--- config.mk ---
export PLATFORM = sky130hd
export DESIGN_NAME = lm32_dp_ram_ctrl
export DESIGN_NICKNAME = d
export VERILOG_FILES = /design/src/rtl/lm32_dp_ram_ctrl_pkg.sv /design/src/rtl/lm32_rr_arb2.sv /design/src/rtl/lm32_dp_ram_ctrl.sv
export SDC_FILE = /design/constraint.sdc
export NUM_CORES = 1
export LEC_CHECK = 0
export BUFFER_PORTS_ARGS = -buffer_cell sky130_fd_sc_hd__buf_4
export CORE_UTILIZATION = 40
export CTS_CLUSTER_DIAMETER = 150
export DETAILED_ROUTE_END_ITERATION = 8
export PLACE_DENSITY = 0.86
export SLEW_MARGIN = 20
export SYNTH_ARGS = -nofsm -noshare
export SYNTH_HDL_FRONTEND = slang
export SYNTH_SLANG_ARGS = --single-unit
--- constraint.sdc ---
create_clock -name clk_i -period 4.7 [get_ports clk_i]
set_clock_uncertainty 0.1 [all_clocks]
set_input_delay 1.41 -clock clk_i [delete_from_list [all_inputs] [get_ports clk_i]]
set_output_delay 1.41 -clock clk_i [all_outputs]
set_load 0.01 [all_outputs]
--- src/rtl/lm32_dp_ram_ctrl_pkg.sv ---
// Shared encodings for the dual-port RAM controller: sweep FSM states and
// write-port requester ids.
package lm32_dp_ram_ctrl_pkg;

  typedef enum logic {
    ST_FLUSH = 1'b0,
    ST_RUN   = 1'b1
  } state_t;

  localparam logic RR_A = 1'b0;
  localparam logic RR_B = 1'b1;

endpackage

--- src/rtl/lm32_rr_arb2.sv ---
// Two-way round-robin arbiter: combinational grant, registered pointer to the
// last winner. Index RR_A is requester A, RR_B is requester B.
module lm32_rr_arb2
  import lm32_dp_ram_ctrl_pkg::*;
(
  input  logic       clk_i,
  input  logic       rst_n_i,
  input  logic [1:0] req,
  input  logic       en,
  output logic [1:0] gnt
);

  logic rr_last;

  always_comb begin
    gnt = '0;
    if (en) begin
      // On contention the requester that did not win last time goes first.
      if (req[RR_A] && (!req[RR_B] || rr_last == RR_B))
        gnt[RR_A] = 1'b1;
      else if (req[RR_B])
        gnt[RR_B] = 1'b1;
    end
  end

  always_ff @(posedge clk_i or negedge rst_n_i) begin
    if (!rst_n_i)
      rr_last <= RR_B;
    else if (gnt[RR_A])
      rr_last <= RR_A;
    else if (gnt[RR_B])
      rr_last <= RR_B;
  end

endmodule

--- src/rtl/lm32_dp_ram_ctrl.sv ---
// Front-end for a simple dual-port RAM: init sweep, write-port arbitration and
// read valid tracking. Define LM32_DP_RAM_CTRL_FWD_EN for read-first RAMs.
module lm32_dp_ram_ctrl
  import lm32_dp_ram_ctrl_pkg::*;
#(
  parameter int                    addr_width = 10,
  parameter int                    addr_depth = 1024,
  parameter int                    data_width = 8,
  parameter logic [data_width-1:0] init_value = '0
) (
  input  logic                  clk_i,
  input  logic                  rst_n_i,
  input  logic                  flush_i,
  output logic                  busy_o,
  output logic                  flush_done_o,
  input  logic                  wa_req_i,
  input  logic [addr_width-1:0] wa_addr_i,
  input  logic [data_width-1:0] wa_data_i,
  output logic                  wa_gnt_o,
  input  logic                  wb_req_i,
  input  logic [addr_width-1:0] wb_addr_i,
  input  logic [data_width-1:0] wb_data_i,
  output logic                  wb_gnt_o,
  input  logic                  rd_en_i,
  input  logic [addr_width-1:0] rd_addr_i,
  output logic                  rd_stall_o,
  output logic                  rd_valid_o,
  output logic [data_width-1:0] rd_data_o,
  output logic                  ram_we_o,
  output logic [addr_width-1:0] ram_waddr_o,
  output logic [data_width-1:0] ram_wdata_o,
  output logic [addr_width-1:0] ram_raddr_o,
  input  logic [data_width-1:0] ram_rdata_i
);

  localparam logic [addr_width-1:0] LAST_ADDR = addr_width'(addr_depth - 1);

  state_t                state;
  logic [addr_width-1:0] cnt;
  logic                  cnt_last;
  logic [1:0]            gnt;

  assign cnt_last = (cnt == LAST_ADDR);

  lm32_rr_arb2 u_arb (
    .clk_i   (clk_i),
    .rst_n_i (rst_n_i),
    .req     ({wb_req_i, wa_req_i}),
    .en      (state == ST_RUN),
    .gnt     (gnt)
  );

  assign wa_gnt_o     = gnt[RR_A];
  assign wb_gnt_o     = gnt[RR_B];
  assign busy_o       = (state == ST_FLUSH);
  assign flush_done_o = busy_o & cnt_last & ~flush_i;
  assign rd_stall_o   = busy_o & rd_en_i;
  assign ram_raddr_o  = rd_addr_i;

  always_comb begin
    ram_we_o    = 1'b0;
    ram_waddr_o = wa_addr_i;
    ram_wdata_o = wa_data_i;
    if (busy_o) begin
      ram_we_o    = 1'b1;
      ram_waddr_o = cnt;
      ram_wdata_o = init_value;
    end else if (gnt[RR_B]) begin
      ram_we_o    = 1'b1;
      ram_waddr_o = wb_addr_i;
      ram_wdata_o = wb_data_i;
    end else begin
      ram_we_o    = gnt[RR_A];
    end
  end

  // A flush request, even on the final sweep write, restarts the sweep.
  always_ff @(posedge clk_i or negedge rst_n_i) begin
    if (!rst_n_i) begin
      state <= ST_FLUSH;
      cnt   <= '0;
    end else if (state == ST_FLUSH) begin
      if (flush_i) begin
        cnt <= '0;
      end else if (cnt_last) begin
        state <= ST_RUN;
        cnt   <= '0;
      end else begin
        cnt <= cnt + 1'b1;
      end
    end else if (flush_i) begin
      state <= ST_FLUSH;
      cnt   <= '0;
    end
  end

  always_ff @(posedge clk_i or negedge rst_n_i) begin
    if (!rst_n_i)
      rd_valid_o <= 1'b0;
    else
      rd_valid_o <= (state == ST_RUN) & rd_en_i;
  end

`ifdef LM32_DP_RAM_CTRL_FWD_EN
  logic                  fwd_hit_q;
  logic [data_width-1:0] fwd_data_q;

  always_ff @(posedge clk_i or negedge rst_n_i) begin
    if (!rst_n_i) begin
      fwd_hit_q  <= 1'b0;
      fwd_data_q <= '0;
    end else begin
      fwd_hit_q  <= ram_we_o & rd_en_i & ~rd_stall_o & (ram_waddr_o == rd_addr_i);
      fwd_data_q <= ram_wdata_o;
    end
  end

  assign rd_data_o = fwd_hit_q ? fwd_data_q : ram_rdata_i;
`else
  assign rd_data_o = ram_rdata_i;
`endif

endmodule

==> results of run 1 <==
[flip-flops by register name, indices dropped and copies added (netlist names)]
register       cells
cnt               10
rd_valid_o         1
state              1
u_arb.rr_last      1
[routing by layer]
| metal | GRT usage | wire [um] | vias up | part of all wire |
|---|---|---|---|---|
| met2 | 0.327 | 1470 | 43 | 0.51 |
| li1 | - | - | 580 | - |
| met4 | 0.0929 | 82 | 0 | 0.029 |
| met5 | 0 | 0 | - | 0 |
| met1 | 0.207 | 1120 | 514 | 0.39 |
| met3 | 0.0351 | 187 | 11 | 0.065 |
[worst max-delay path, cell delays in order]
cell	delay (ns)
buf_4	0.09
nand2_1	0.07
a21oi_2	0.10
buf_4	0.31
mux2i_1	0.25
a21oi_1	0.09
buf_4	0.16
[worst max-delay path by stage]
stage | to | depth (start not counted)
6_report | ram_waddr_o[2] | 7
5_1_grt | ram_waddr_o[6] | 7
4_1_cts | ram_waddr_o[2] | 7
3_5_place_dp | ram_waddr_o[2] | 7
3_3_place_gp | ram_waddr_o[2] | 7
2_1_floorplan | ram_waddr_o[6] | 6
[logic make-up after synthesis]
kind of cell    synth area share
simple gates               0.241
compound gates             0.167
buf+inv                    0.167
flops                      0.287
mux                       0.0966
xor+xnor                  0.0307
fa+ha+maj                 0.0110
[synthesized netlist by cell type, types with 3 or more instances]
cell | instances | area [um^2]
inv_1 | 5 | 18.8
o21ai_1 | 4 | 20.0
nand3_1 | 3 | 15.0
o21ai_0 | 8 | 40.0
dfrtp_1 | 12 | 300
nor3_1 | 4 | 20.0
a21oi_1 | 14 | 70.1
nand2_1 | 20 | 75.1
mux2i_1 | 11 | 110
buf_4 | 20 | 150
xnor2_1 | 3 | 26.3
nor2_1 | 19 | 71.3
[cells in the final DEF, fill, tap and decap left out, drive strengths merged]
cell	n
buf	68
nand2	20
nor2	19
a21oi	14
dfrtp	12
o21ai	12
mux2i	11
inv	5
nor3	4
clkbuf	4
xnor2	3
nand3	3
nor2b	2
nand4	2
or3	2
a22o	2
and3	2
a21o	2
or2	1
and2	1
nor3b	1
o31ai	1
nand2b	1
xor2	1
o22ai	1
ha	1
dfstp	1
[stage by stage]
stage | instance area [um^2] | power (mW)
2_1_floorplan | 1140 | 0.152
3_3_place_gp | 1520 | 0.172
3_5_place_dp | 1520 | 0.173
4_1_cts | 1550 | 0.244
5_1_grt | 1550 | 0.256
6_report | 1550 | 0.242
[power by group through the flow]
stage	logic, mW	clock network, mW	registers (mW)
floorplan	0.0313	0	0.121
global placement	0.0506	0	0.122
detailed placement	0.0512	0	0.122
CTS	0.0515	0.0725	0.120
global route	0.0563	0.0789	0.120
finish	0.0510	0.0717	0.120
[final cells by class]
class	instances	area [um^2]	share of cell area
Timing Repair Buffer	68	510	0.330
Clock buffer	4	26.3	0.0170
Tap cell	30	37.5	0.0243
Multi-Input combinational cell	106	627	0.405
Inverter	5	18.8	0.0121
Sequential cell	13	327	0.211
==> results by group, run 1 <==
Global route
  – Grt total ovfl: 0
  – Global-route wire length before repair: roughly 4600 um
  – Vias in the first global route: between 1,000 and 1,500
  – Largest net degree at the start of global routing: 39
  – Initial antenna violation count: 0
  – All-Layer GR Usage: 0.184

Timing
  – Post-layout minimum cycle time: 4.00 ns
  – Setup TNS: 0 ns
  – RSZ-0062 raised after global routing: no
  – Hold Vio Cnt, Final: 0
  – Endpoints failing setup: 0
  – Final period utilization: 0.850
  – Worst hold slack: a little over 0.4 ns
  – Max Clock Freq: about 0.25 GHz
  – Final Max Slew Viols: 0
  – Tightest Pin Transition: 0.359 ns
  – Slew HR: 0.760
  – Fin worst setup slack: about 0.70 ns

Floorplanning
  – Top Ports: 103
  – Die Ht: about 55 um
  – Die W: 55.4 um
  – Die area: ~3100 um^2
  – Initial Util: 0.440
  – FP Rows: 18
  – Core Area: roughly 2600 um^2

Setup path
  – Worst Setup End Kind: primary output
  – Req. time, crit path: approximately 3.2 ns
  – Worst r2r dst: cnt[9]
  – Crit Path Max Fanout: 27
  – Worst r2r src: cnt[0]
  – CP arrival: 2.49 ns
  – Reg2Reg Setup Slack: approximately 3.0 ns
  – Worst Setup SP: wb_req_i
  – R2R cell count: 5
  – Type of origin of the critical path: input pin
  – Critical path class: in -> out

Pwr
  – Clock Power Share: 0.296
  – Psw: between 0.06 and 0.07 mW
  – P_int: between 0.15 and 0.2 mW
  – Flop pwr share: 0.494
  – Pleak: approximately 0.75 nW
  – VDD IR max: approximately 0.00011 V
  – Switching part of the total: 0.252
  – Logic gate share of total power: 0.210
  – P per Cell Area: between 150 and 200 nW/um^2

Placement
  – Dpl hpwl: 2210 um
  – Dpl ws: 0.689 ns
  – Port Buffers: 66
  – Gp weighted congestion: 0.839
  – Dpl cells: 222

Clock network
  – Setup Fix Bufs, Post-CTS: 0
  – H-tree levels: 1
  – Total CTS buffers: 3
  – Hold buffers post-CTS: 0
  – Post-CTS Resized: 0
  – Worst-Skew Late Latency: 0.29 ns
  – CTS tree: done
  – CTS root buf: clkbuf_4
  – Max Root-Sink Buffers: 2
  – CTS Sinks: 13
  – CTS clk-pin slew, worst paths: ~0.080 ns

Routing
  – DRT antenna net count: 0
  – Routed length per instance: ~13 um
  – Via Count: ~1,100
  – 1st-iter DRT viols: 34
  – Residual DRC: 0
  – Vias per cell: 5.08
  – Number of iterations in the first detailed-routing pass: 4
  – Final wirelength: between 2000 and 3000 um

Synthesis
  – Syn Area/Cell: around 7.6 um^2
  – Synthesized Nets: 210
  – Sequential element share of the synthesized area: 0.286
  – Top_reg_cell synth: dfrtp_1
  – EDFF count, synth: 0
  – Yosys warnings: 0
  – Flops & latches, synth: 13
  – Cell variety after synth: 30
  – Mapped Cells: ~150
  – Ys async rst share: 1.00
  – Post-Syn Area: roughly 1100 um^2

Layout
  – Fillers: 240
  – Final Util: 0.597
  – Layout cells sized above 1: 0.398
  – N_diodes: 0
  – Layout Nets: ~260
  – Non-filler cells in the finished layout: about 230
  – Layout Area Growth over Synthesis: 35.7%

Min path
  – Hold path start: u_arb.rr_last
  – Hold Crit Endpoint: u_arb.rr_last
  – Worst hold path cell count: 2
  – Min-delay worst type: reg -> reg

Status
  – Status: completed

Job
  – Max Cap Violations: 0
No activity file was read; power rests on OpenSTA's default activity.
==> inputs of run 2 (changes only) <==
--- a/config.mk
+++ b/config.mk
@@ -5,11 +5,12 @@
 export SDC_FILE = /design/constraint.sdc
 export NUM_CORES = 1
 export LEC_CHECK = 0
+export ABC_AREA = 1
 export BUFFER_PORTS_ARGS = -buffer_cell sky130_fd_sc_hd__buf_4
-export CORE_UTILIZATION = 40
+export CORE_UTILIZATION = 41
 export CTS_CLUSTER_DIAMETER = 150
 export DETAILED_ROUTE_END_ITERATION = 8
-export PLACE_DENSITY = 0.86
+export PLACE_DENSITY = 0.87
 export SLEW_MARGIN = 20
 export SYNTH_ARGS = -nofsm -noshare
 export SYNTH_HDL_FRONTEND = slang
==> constraint.sdc (replaced) <==
create_clock -name clk_i -period 4.8 [get_ports clk_i]
set_clock_uncertainty 0.1 [all_clocks]
set_input_delay 1.44 -clock clk_i [delete_from_list [all_inputs] [get_ports clk_i]]
set_output_delay 1.44 -clock clk_i [all_outputs]
set_load 0.01 [all_outputs]
==> run 2 against run 1 <==
Net effect: critical path depth is 1 higher; hold slack better by 0.038 ns; worst setup slack worse by 0.029 ns; first-iteration DRC count is 53% higher; wire length is 7.6% higher; final area is 1.4% higher; combinational power is 3% lower; clock-buffer cell count stayed put; sequential cell count stayed put; largest cell class unchanged; highest routed layer unchanged.
==> results by group, run 2 <==
Placement
  – Dpl hpwl: approximately 2400 um
  – Port Buffers: between 60 and 70
  – Gp weighted congestion: roughly 0.8
  – Dpl cells: around 250
  – Dpl ws: 0.682 ns

Synthesis
  – Syn Area/Cell: around 6.6 um^2
  – Post-synth top area share: 0.258
  – Ranking of synthesized cells by area: dfrtp_1 (26%), nand2_1 (16%), buf_4 (13%), o21ai_0 (8.6%), nand3_1 (5.6%)
  – Top post-synthesis cells by count: nand2_1 (50), buf_4 (20), o21ai_0 (20), nor2_1 (16), nand3_1 (13)
  – Flops & latches, synth: 13
  – Post-synth top area cell: dfrtp_1
  – Top_reg_cell synth: dfrtp_1
  – Ys async rst share: 1.00
  – Cell variety after synth: 22
  – Sequential element share of the synthesized area: 0.280
  – Mapped Cells: approximately 180
  – Yosys warnings: 0
  – Most numerous cell in the Yosys netlist: nand2_1
  – Post-Syn Area: roughly 1200 um^2
  – Synthesized Nets: 238
  – EDFF count, synth: 0

Layout
  – Layout Nets: ~290
  – Commonest non-fill, non-tap cell in the layout: buf_4
  – Reg with most FFs: cnt
  – Max FFs per register: 10
  – Non-filler cells in the finished layout: roughly 260
  – Final Util: 0.605
  – Layout cells sized above 1: 0.378
  – N_diodes: 0
  – Fillers: between 200 and 300
  – Layout Area Growth over Synthesis: 34.4%
  – Most frequent cells in the layout: buf_4 (67), nand2_1 (50), o21ai_0 (20)

Routing
  – Via Count: 1,244
  – Residual DRC: 0
  – DRT antenna net count: 0
  – Routed length per instance: about 12 um
  – 1st-iter DRT viols: 52
  – Vias per cell: slightly below 5
  – Final wirelength: between 3000 and 4000 um
  – Number of iterations in the first detailed-routing pass: 4

Floorplanning
  – FP Rows: 18
  – Die area: a little over 3000 um^2
  – Die W: approximately 55 um
  – Core Area: approximately 2600 um^2
  – Die Ht: ~55 um
  – Top Ports: approximately 100
  – Initial Util: 0.450

Clock network
  – Worst-Skew Late Latency: 0.28 ns
  – CTS Sinks: 13
  – CTS clk-pin slew, worst paths: around 0.08 ns
  – Hold buffers post-CTS: 0
  – Total CTS buffers: 3
  – Setup Fix Bufs, Post-CTS: 0
  – Max Root-Sink Buffers: 2
  – CTS tree: done
  – CTS root buf: clkbuf_4
  – Post-CTS Resized: 0
  – H-tree levels: 1

Timing
  – RSZ-0062 raised after global routing: no
  – Hold Vio Cnt, Final: 0
  – Worst hold slack: approximately 0.44 ns
  – Slew HR: 0.432
  – Final Max Slew Viols: 0
  – Endpoints failing setup: 0
  – Setup TNS: 0 ns
  – Max Clock Freq: approximately 0.24 GHz
  – Final period utilization: 0.859
  – Tightest Pin Transition: 0.853 ns
  – Post-layout minimum cycle time: 4.13 ns
  – Fin worst setup slack: slightly below 0.7 ns

Pwr
  – Psw: roughly 0.06 mW
  – Logic gate share of total power: 0.210
  – Switching part of the total: 0.250
  – Clock Power Share: 0.289
  – P_int: ~0.18 mW
  – P per Cell Area: 150 nW/um^2
  – VDD IR max: between 0.00015 and 0.0002 V
  – Flop pwr share: 0.501
  – Pleak: about 0.83 nW

Setup path
  – CP arrival: about 2.6 ns
  – Crit Path Max Fanout: 19
  – Worst Setup End Kind: primary output
  – Critical path class: in -> out
  – Req. time, crit path: ~3.3 ns
  – Reg2Reg Setup Slack: between 2 and 3 ns
  – Type of origin of the critical path: input pin

Global route
  – Global-route wire length before repair: 5080 um
  – Initial antenna violation count: 0
  – All-Layer GR Usage: 0.204
  – Vias in the first global route: about 1,200
  – Grt total ovfl: 0
  – Largest net degree at the start of global routing: 29

Job
  – Max Cap Violations: 0

Status
  – Status: completed

Min path
  – Min-delay worst type: reg -> reg
-- run 2: cell count changes in the layout (fill, tap and decap cells not counted), sizes merged, moves of 4 or more --
cell   before  now
nand2      20   53
nand3       3   15
a21oi      14    3
o21ai      12   23
inv         5   15
mux2i      11    1
o22ai       1    6
nor3        4    0
-- run 2: cell families after synthesis --
| logic type | after synthesis | share of synthesized area |
|---|---|---|
| xor gates and xnor gates | 3 | 0.0225 |
| and+or+nand+nor | 89 | 0.341 |
| DFF | 13 | 0.280 |
| buffers and inverters | 38 | 0.190 |
| adders and majority gates | 1 | 0.0107 |
| muxes | 1 | 0.00858 |
| AOI/OAI and AO/OA | 32 | 0.147 |
-- run 2: layout make-up --
class / instances / area [um^2] / share of cell area
tap: 30 / 37.5 / 0.0239
timing repair buffer: 67 / 503 / 0.321
multi-input combinational: 126 / 618 / 0.394
clock buffer: 4 / 26.3 / 0.0168
inverter: 15 / 56.3 / 0.0359
sequential: 13 / 327 / 0.208
-- run 2: final timing paths --
check | startpoint | endpoint | cells past startpoint
max in group asynchronous | rst_n_i | u_arb.rr_last | 1
min in group asynchronous | rst_n_i | cnt[3] | 1
min reg2reg | cnt[9] | cnt[9] | 2
min | cnt[9] | cnt[9] | 2
max | wa_req_i | ram_wdata_o[3] | 8
max reg2reg | state | cnt[3] | 4
-- run 2: metal layers --
metal,vias up,share of wire,GRT usage
li1,652,-,-
met4,0,0.013,0.0464
met1,545,0.42,0.241
met3,7,0.061,0.0703
met2,40,0.51,0.355
met5,-,0,0
-- run 2: critical path, cell delays in order --
cell and delay, ns:
buf_4 0.12, a21oi_2 0.12, buf_4 0.17, nand2_2 0.22, inv_2 0.25, nand2_1 0.08, nand2_1 0.07, buf_4 0.12
-- run 2: power by group through the flow --
stage	clock network [mW]	registers, mW	logic, mW
finish	0.0681	0.118	0.0495
global route	0.0762	0.118	0.0541
CTS	0.0714	0.118	0.0499
detailed placement	0	0.120	0.0496
global placement	0	0.120	0.0491
floorplan	0	0.119	0.0301
-- run 2: stage by stage --
step                      cell area (um^2)  total power [mW]
after detailed placement              1540             0.170
after global routing                  1570             0.249
final                                 1570             0.236
after CTS                             1570             0.239
after floorplan                       1170             0.149
after global placement                1540             0.169
==> inputs of run 3 (changes only) <==
--- a/config.mk
+++ b/config.mk
@@ -11,6 +11,7 @@
 export CTS_CLUSTER_DIAMETER = 150
 export DETAILED_ROUTE_END_ITERATION = 8
 export PLACE_DENSITY = 0.87
+export RECOVER_POWER = 25
 export SLEW_MARGIN = 20
 export SYNTH_ARGS = -nofsm -noshare
 export SYNTH_HDL_FRONTEND = slang
==> run 3 against run 2 <==
Net effect: register-to-register slack improved by 0.03 ns; hold slack barely moved; combinational power fell by 2%; worst setup slack barely moved; power fell by 0.41%; via count rose by 0.88%; critical path depth did not move; first-iteration DRC count fell by 1.9%; utilization fell by 0.39 points; final area fell by 0.64%; sequential share of layout area rose by 0.13 points; die area did not move; critical path type unchanged; critical endpoint unchanged.
==> results by group, run 3 (same netlist as run 2, synthesis figures left out) <==
Min path
  – Hold Crit Endpoint: cnt[9]
  – Hold path start: cnt[9]
  – Worst hold path cell count: 2
  – Min-delay worst type: reg -> reg

Timing
  – Post-layout minimum cycle time: 4.12 ns
  – Endpoints failing setup: 0
  – Fin worst setup slack: roughly 0.68 ns
  – Worst hold slack: about 0.44 ns
  – RSZ-0062 raised after global routing: no
  – Final Max Slew Viols: 0
  – Max Clock Freq: about 0.24 GHz
  – Slew HR: 0.450
  – Final period utilization: 0.859
  – Setup TNS: 0 ns
  – Hold Vio Cnt, Final: 0
  – Tightest Pin Transition: 0.826 ns

Global route
  – Initial antenna violation count: 0
  – Grt total ovfl: 0
  – Global-route wire length before repair: just over 5000 um
  – Vias in the first global route: 1,190
  – Largest net degree at the start of global routing: 29
  – All-Layer GR Usage: 0.204

Clock network
  – H-tree levels: 1
  – Post-CTS Resized: 0
  – CTS tree: done
  – Setup Fix Bufs, Post-CTS: 0
  – Total CTS buffers: 3
  – Hold buffers post-CTS: 0
  – CTS root buf: clkbuf_4
  – CTS Sinks: 13
  – CTS clk-pin slew, worst paths: around 0.080 ns
  – Max Root-Sink Buffers: 2
  – Worst-Skew Late Latency: around 0.28 ns

Floorplanning
  – Die W: 55.3 um
  – Top Ports: approximately 100
  – Die area: approximately 3100 um^2
  – Initial Util: 0.450
  – Die Ht: 55.3 um
  – FP Rows: 18
  – Core Area: ~2600 um^2

Routing
  – 1st-iter DRT viols: 51
  – Via Count: roughly 1,300
  – Vias per cell: roughly 5
  – Number of iterations in the first detailed-routing pass: 4
  – DRT antenna net count: 0
  – Final wirelength: between 3000 and 4000 um
  – Residual DRC: 0
  – Routed length per instance: around 12 um

Pwr
  – Pleak: roughly 0.83 nW
  – Clock Power Share: 0.290
  – VDD IR max: 0.000175 V
  – P_int: 0.176 mW
  – Total Power: 0.235 mW
  – P per Cell Area: 151 nW/um^2
  – Logic gate share of total power: 0.207
  – Flop pwr share: 0.503
  – Psw: 0.0589 mW
  – Switching part of the total: 0.251

Setup path
  – Type of origin of the critical path: input pin
  – Req. time, crit path: between 3 and 4 ns
  – CP max-delay cell: inv_2
  – R2R cell count: 4
  – Worst Setup End Kind: primary output
  – Crit-path max cell delay: 0.25 ns
  – Crit-path cells: buf_4 -> a21oi_2 -> buf_4 -> nand2_2 -> inv_2 -> nand2_1 -> nand2_1 -> buf_4
  – Reg2Reg Setup Slack: between 2 and 3 ns
  – Worst r2r src: state
  – Most used cell, CP: buf_4
  – Critical path class: in -> out
  – CP bufs+invs: 4
  – Delay-heaviest family, CP: buffers and inverters
  – Crit Path Max Fanout: 19
  – CP arrival: ~2.6 ns
  – Worst r2r dst: cnt[3]

Placement
  – Dpl ws: a little under 0.7 ns
  – Dpl cells: roughly 250
  – Dpl hpwl: 2420 um
  – Port Buffers: 66
  – Post-DP Area: roughly 1500 um^2
  – Gp weighted congestion: between 0.8 and 0.9

Layout
  – Fillers: 260
  – Max FFs per register: 10
  – Most frequent cells in the layout: buf_4 (64), nand2_1 (50), o21ai_0 (20)
  – Layout Area Growth over Synthesis: 33.6%
  – Final Util: 0.601
  – N_diodes: 0
  – Reg with most FFs: cnt
  – Area of the multi-input gates: approximately 620 um^2
  – Layout cells sized above 1: 0.364
  – Layout Nets: around 290
  – Commonest non-fill, non-tap cell in the layout: buf_4
  – Register area: 327 um^2
  – Non-filler cells in the finished layout: between 200 and 300
  – Area of all placed cells without fillers: ~1600 um^2

Status
  – Status: completed

Job
  – Max Cap Violations: 0
## run 3: changes by cell type in the layout (fill, tap and decap cells not counted)
cell      previous run  this run
buf_4               67        64
clkbuf_1             1         3
clkbuf_4             3         4
nor2_1              16        17
nor2_2               2         1
## run 3: power by group through the flow
| stage | Clock (mW) | Combinational [mW] | Sequential [mW] |
|---|---|---|---|
| global route | 0.0762 | 0.0532 | 0.118 |
| floorplan | 0 | 0.0301 | 0.119 |
| global placement | 0 | 0.0491 | 0.120 |
| detailed placement | 0 | 0.0496 | 0.120 |
| finish | 0.0681 | 0.0486 | 0.118 |
| CTS | 0.0714 | 0.0499 | 0.118 |
## run 3: worst max path at each step
stage | start | end | slack, ns | depth (start not counted)
floorplan | wb_req_i | ram_waddr_o[0] | 1.13 | 5
global placement | wa_req_i | ram_wdata_o[3] | 0.69 | 8
detailed placement | wa_req_i | ram_wdata_o[3] | 0.68 | 8
CTS | wa_req_i | ram_wdata_o[3] | 0.68 | 8
global route | wb_req_i | ram_wdata_o[3] | 0.49 | 9
finish | wa_req_i | ram_wdata_o[3] | 0.68 | 8
## run 3: final cells by class
class                      instances  area share
sequential                        13       0.210
timing repair buffer              67       0.318
tap                               30      0.0241
inverter                          15      0.0361
multi-input combinational        126       0.395
clock buffer                       4      0.0169
## run 3: worst register-to-register path, cell delays in order (launching register included)
cell,delay (ns)
dfrtp_1,0.88
inv_2,0.27
nor2_4,0.25
inv_1,0.13
o22ai_1,0.17
## run 3: metal layers
layer  wire length (um)  track usage  vias up
li1                   -            -      651
met1               1280        0.241      555
met2               1590        0.355       44
met3                192       0.0703        5
met4                 27       0.0464        0
met5                  0            0        -
